<file path="src/rtl/nibble_change_fifo.sv">
// Change-detecting FIFO behind a 4-bit transparent latch: records each distinct
// enabled sample and hands entries to a consumer over a valid/ready handshake.
module nibble_change_fifo #(
    parameter int unsigned WIDTH = 4,
    parameter int unsigned DEPTH = 4
) (
    input  logic                         clk,
    input  logic                         rst_n,
    input  logic [WIDTH-1:0]             d_in,
    input  logic                         en,
    output logic [WIDTH-1:0]             out_data,
    output logic                         out_valid,
    input  logic                         out_ready,
    output logic [$clog2(DEPTH+1)-1:0]   count,
    output logic                         overflow,
    input  logic                         clr_ovf,
    output logic [7:0]                   change_cnt
);

    localparam int unsigned PTR_W = $clog2(DEPTH);
    localparam int unsigned CNT_W = $clog2(DEPTH+1);
    localparam int unsigned CC_W  = 8;

    logic [WIDTH-1:0] mem_q [DEPTH];

    logic [WIDTH-1:0] prev_q,       prev_d;
    logic             prev_vld_q,   prev_vld_d;
    logic [PTR_W-1:0] wr_ptr_q,     wr_ptr_d;
    logic [PTR_W-1:0] rd_ptr_q,     rd_ptr_d;
    logic [CNT_W-1:0] count_q,      count_d;
    logic             overflow_q,   overflow_d;
    logic [CC_W-1:0]  change_cnt_q, change_cnt_d;

    logic push_req;
    logic push_ok;
    logic pop;
    logic full;

    // Change detection and handshake qualification
    always_comb begin
        full     = (count_q == CNT_W'(DEPTH));
        pop      = (count_q != '0) && out_ready;
        push_req = en && (!prev_vld_q || (d_in != prev_q));
        push_ok  = push_req && (!full || pop);
    end

    // Next-state for pointers, occupancy and status
    always_comb begin
        prev_d       = prev_q;
        prev_vld_d   = prev_vld_q;
        wr_ptr_d     = wr_ptr_q;
        rd_ptr_d     = rd_ptr_q;
        count_d      = count_q;
        overflow_d   = overflow_q;
        change_cnt_d = change_cnt_q;

        // A dropped value still becomes the new reference for change detection
        if (en) begin
            prev_d     = d_in;
            prev_vld_d = 1'b1;
        end

        if (push_ok) begin
            wr_ptr_d = wr_ptr_q + PTR_W'(1);
        end
        if (pop) begin
            rd_ptr_d = rd_ptr_q + PTR_W'(1);
        end

        case ({push_ok, pop})
            2'b10:   count_d = count_q + CNT_W'(1);
            2'b01:   count_d = count_q - CNT_W'(1);
            default: count_d = count_q;
        endcase

        // Set dominates clear when a drop coincides with clr_ovf
        overflow_d = (overflow_q && !clr_ovf) || (push_req && !push_ok);

        if (push_req && (change_cnt_q != '1)) begin
            change_cnt_d = change_cnt_q + CC_W'(1);
        end
    end

    always_ff @(posedge clk or negedge rst_n) begin
        if (!rst_n) begin
            prev_q       <= '0;
            prev_vld_q   <= 1'b0;
            wr_ptr_q     <= '0;
            rd_ptr_q     <= '0;
            count_q      <= '0;
            overflow_q   <= 1'b0;
            change_cnt_q <= '0;
        end else begin
            prev_q       <= prev_d;
            prev_vld_q   <= prev_vld_d;
            wr_ptr_q     <= wr_ptr_d;
            rd_ptr_q     <= rd_ptr_d;
            count_q      <= count_d;
            overflow_q   <= overflow_d;
            change_cnt_q <= change_cnt_d;
        end
    end

    // Storage carries no reset; contents are only observed while out_valid=1
    always_ff @(posedge clk) begin
        if (push_ok) begin
            mem_q[wr_ptr_q] <= d_in;
        end
    end

    assign out_data   = mem_q[rd_ptr_q];
    assign out_valid  = (count_q != '0);
    assign count      = count_q;
    assign overflow   = overflow_q;
    assign change_cnt = change_cnt_q;

endmodule

</file>
<file path="config.mk">
export PLATFORM = sky130hd
export DESIGN_NAME = nibble_change_fifo
export DESIGN_NICKNAME = d
export VERILOG_FILES = /design/src/rtl/nibble_change_fifo.sv
export SDC_FILE = /design/constraint.sdc
export NUM_CORES = 1
export LEC_CHECK = 0
export CORE_MARGIN = 2
export CORE_UTILIZATION = 58
export DETAILED_ROUTE_END_ITERATION = 6
export DONT_BUFFER_PORTS = 1
export GPL_ROUTABILITY_DRIVEN = 0
export GPL_TIMING_DRIVEN = 0
export HOLD_SLACK_MARGIN = 0.02
export PLACE_DENSITY = 0.74
export SYNTH_ARGS = -nofsm -noshare
export SYNTH_HDL_FRONTEND = slang
export SYNTH_SLANG_ARGS = --single-unit
export TNS_END_PERCENT = 5
</file>
<file path="constraint.sdc">
create_clock -name clk -period 2.8 [get_ports clk]
set_input_delay 0.56 -clock clk [delete_from_list [all_inputs] [get_ports clk]]
set_output_delay 0.56 -clock clk [all_outputs]
set_load 0.005 [all_outputs]
</file>
==> impl_metrics.csv <==
group,metric,value,unit
routing,viasPerCell,5.80,
clocking,cts_tree,"built",
grt,grt_max_degree,22,
layout,nFillCells,197,
worst_hold_path,hp-class,"input port to flop",
logic_synthesis,synth_common_cells,"dfrtp_1, edfxtp_1, inv_1, xor2_1",
logic_synthesis,synth_edf_count,16,
timing,fin_skew,8.62,ps
clocking,numClockSinks,37,
placement,place_hpwl,1880,microns
layout,fin_nets,138,
floorplanning,dieHeight,57.6,microns
grt,met1_usage,23.8,%
clocking,clk_pin_slew,110,ps
job,drv_cap,0,
layout,drive_gt1_share,17.1,%
floorplanning,die_area,3320,sq um
logic_synthesis,yosysWarnings,0,
timing,hold_viol,0,
worst_hold_path,hold_start,"d_in[1]",
logic_synthesis,yosysSeqAreaShare,60.4,%
power,powerDensity,989,nW/um^2
floorplanning,die_x,57.6,microns
clocking,ctsResizeCount,0,
timing,tns,0,ps
critical_path,cp_common_cell,"xor2_1",
logic_synthesis,yosysTopAreaCellShare,31.6,%
floorplanning,fp-row-count,19,
routing,vias,893,
grt,busiest_layer,"met2",
logic_synthesis,synth-xor-area-share,6.84,%
logic_synthesis,avgSynthCellArea,14.6,sq um
timing,post-route-period-util,85.8,%
grt,grt_usage,18.3,%
critical_path,r2r_start,"count[0]$_DFFE_PN0P_",
critical_path,path_cells,"or4b_1 -> nand2_1 -> ha_1 -> inv_1 -> fa_1 -> xor2_1 -> nor2_1 -> xor2_1",
placement,place_inst,145,
clocking,htree_levels,2,
power,power.leakage,0.750,nW
power,vdd_drop_max,940,uV
logic_synthesis,synth_area_leaders,"dfrtp_1, edfxtp_1, mux4_2, ha_1, xor2_1",
timing,fin_crit,2400,ps
routing,wire_per_inst,17.1,microns
timing,rsz0062_at_grt,"no",
power,p_total,1.80,mW
logic_synthesis,yosys.area.top_type,"dfrtp_1",
logic_synthesis,yosysUniqueCellTypes,33,
logic_synthesis,yosys.area_share.simple,9.47,%
timing,finalMaxSlewViolations,0,
routing,postRouteAntennaNets,0,
placement,io_buffers,0,
critical_path,required,3060,ps
timing,fmax,416,MHz
critical_path,end_kind,"flop",
logic_synthesis,syn-instance-count,114,
critical_path,crit_path_start_kind,"flop",
critical_path,reg2reg_to,"count[2]$_DFFE_PN0P_",
layout,fin_area,1820,sq um
routing,drc,0,
grt,grt_first_pass_wirelength,4400,microns
worst_hold_path,hold_end,"mem_q[3][1]$_DFFE_PP_",
grt,globalRouteMet2Util,27.8,%
layout,areaGrowthSynthToFinish,9.09,%
logic_synthesis,synth.most_common_cell,"dfrtp_1",
critical_path,crit_type,"flop to flop",
worst_hold_path,hold_path_depth,0,
logic_synthesis,muxShareOfSynthArea,10.7,%
clocking,clock_latency,340,ps
critical_path,reg2reg_depth,8,
status,status,"finished, final reports clean",
floorplanning,coreArea,2730,sq um
logic_synthesis,synth_ff_type,"dfrtp_1",
clocking,post-cts-setup-buffer-count,0,
grt,gr-total-overflow,0,
layout,fin_cells,154,
grt,antenna_found_initial,0,
clocking,cts_max_path_buffers,2,
grt,grt_pass1_vias,944,
routing,drt_wl_total,2630,microns
floorplanning,ioPinCount,26,
critical_path,slowest_delay,620,ps
logic_synthesis,synth-seq-cells,37,
grt,use_met3,7.26,%
critical_path,cp_slowest_cell,"or4b_1",
logic_synthesis,synth_top_family_by_area,"multiplexers",
timing,setup_viol,0,
floorplanning,initial_core_util,60.9,%
critical_path,startpoint,"count[0]$_DFFE_PN0P_",
layout,postLayoutCoreUtil,66.5,%
placement,place_area,1700,sq um
routing,drt_iter0_drc,28,
logic_synthesis,async_flop_share,56.8,%
clocking,clk_root_buffer_cell,"clkbuf_4",
timing,worst_pin_slew,928,ps
clocking,numCtsBuffers,5,
routing,dr.pass1.iters,4,
logic_synthesis,syn_area,1670,sq um
logic_synthesis,syn_nets,130,
critical_path,worstPathArrival,2660,ps
layout,diodes,0,
critical_path,crit_fanout,6,
timing,relSlewSlack,37.9,%
critical_path,timing.reg2reg.setup_slack,400,ps
logic_synthesis,synth_fa_ha_area_share,5.71,%
logic_synthesis,synth_compound_area_share,4.28,%
-- cell families (layout without fill, tap and decap cells) --
kind of cell,after synthesis,in the layout
compound gates,9,9
xor+xnor,13,13
fa+ha+maj,7,7
buf+inv,11,20
flops,37,37
mux,12,12
simple gates,25,25
-- routing by layer --
layer / wire (microns) / vias up
met1: 1160 / 445
li1: - / 429
met3: 155 / 2
met5: 0 / -
met2: 1300 / 17
met4: 18 / 0
-- cells in the final DEF (no fill, tap or decap), drive strengths merged, types with 2 or more instances in the layout --
master | Yosys | routed
xor2 | 7 | 7
mux4 | 4 | 4
nor2 | 3 | 3
xnor2 | 6 | 6
inv | 9 | 9
dfrtp | 21 | 21
nand3 | 2 | 2
nand4 | 2 | 2
a21oi | 5 | 5
and3 | 6 | 6
nand2 | 2 | 2
bufinv | 0 | 2
clkbuf | 1 | 6
edfxtp | 16 | 16
ha | 6 | 6
mux2 | 7 | 7
-- what timing repair did --
item | CTS | global route
setup endpoints to repair | 0 | 0
hold endpoints to repair | 21 | 0
hold buffers | 1 | 0
-- registers in the layout, indices dropped and copies added, names as in the netlist --
| name | cells |
|---|---|
| prev_q | 4 |
| mem_q | 16 |
| change_cnt | 8 |
| rd_ptr_q | 2 |
| count | 3 |
| wr_ptr_q | 2 |
| prev_vld_q | 1 |
| overflow | 1 |
-- where the power goes --
part / total, mW / switching (mW) / leakage [nW] / internal (mW)
sequential: 0.887 / 0.158 / 0.395 / 0.729
clock: 0.451 / 0.174 / 0.0552 / 0.276
combinational: 0.459 / 0.228 / 0.300 / 0.232
total: 1.80 / 0.560 / 0.750 / 1.24
-- metrics by stage --
step                      hold slack (ps)  setup slack [ps]
final                                 305               398
after detailed placement              265               349
after global placement                265               377
after floorplan                       264               503
after global routing                  284               257
after CTS                             294               386
-- cell type report --
| type | instances | area [sq um] | share of cell area (%) |
|---|---|---|---|
| Sequential cell | 37 | 1010 | 55.4 |
| Multi-Input combinational cell | 66 | 617 | 34.0 |
| Clock inverter | 3 | 65.1 | 3.58 |
| Tap cell | 31 | 38.8 | 2.13 |
| Clock buffer | 5 | 37.5 | 2.07 |
| Inverter | 9 | 33.8 | 1.86 |
| Timing Repair Buffer | 1 | 10.0 | 0.551 |
| Buffer | 2 | 8.76 | 0.482 |
-- worst max-delay path by stage --
stage	endpoint	slack (ps)	depth (start not counted)
after floorplan	count[2]$_DFFE_PN0P_	500	8
after global placement	count[2]$_DFFE_PN0P_	380	8
after detailed placement	count[2]$_DFFE_PN0P_	350	8
after CTS	count[2]$_DFFE_PN0P_	390	8
after global routing	count[2]$_DFFE_PN0P_	260	8
final	count[2]$_DFFE_PN0P_	400	8
-- critical path, delay by kind of cell (launching register included) --
kind	cells	cell delay (ps)
simple gates	3	920
fa+ha+maj	2	580
flops	1	460
xor+xnor	2	320
buf+inv	1	60
No activity file was read; power rests on OpenSTA's default activity.
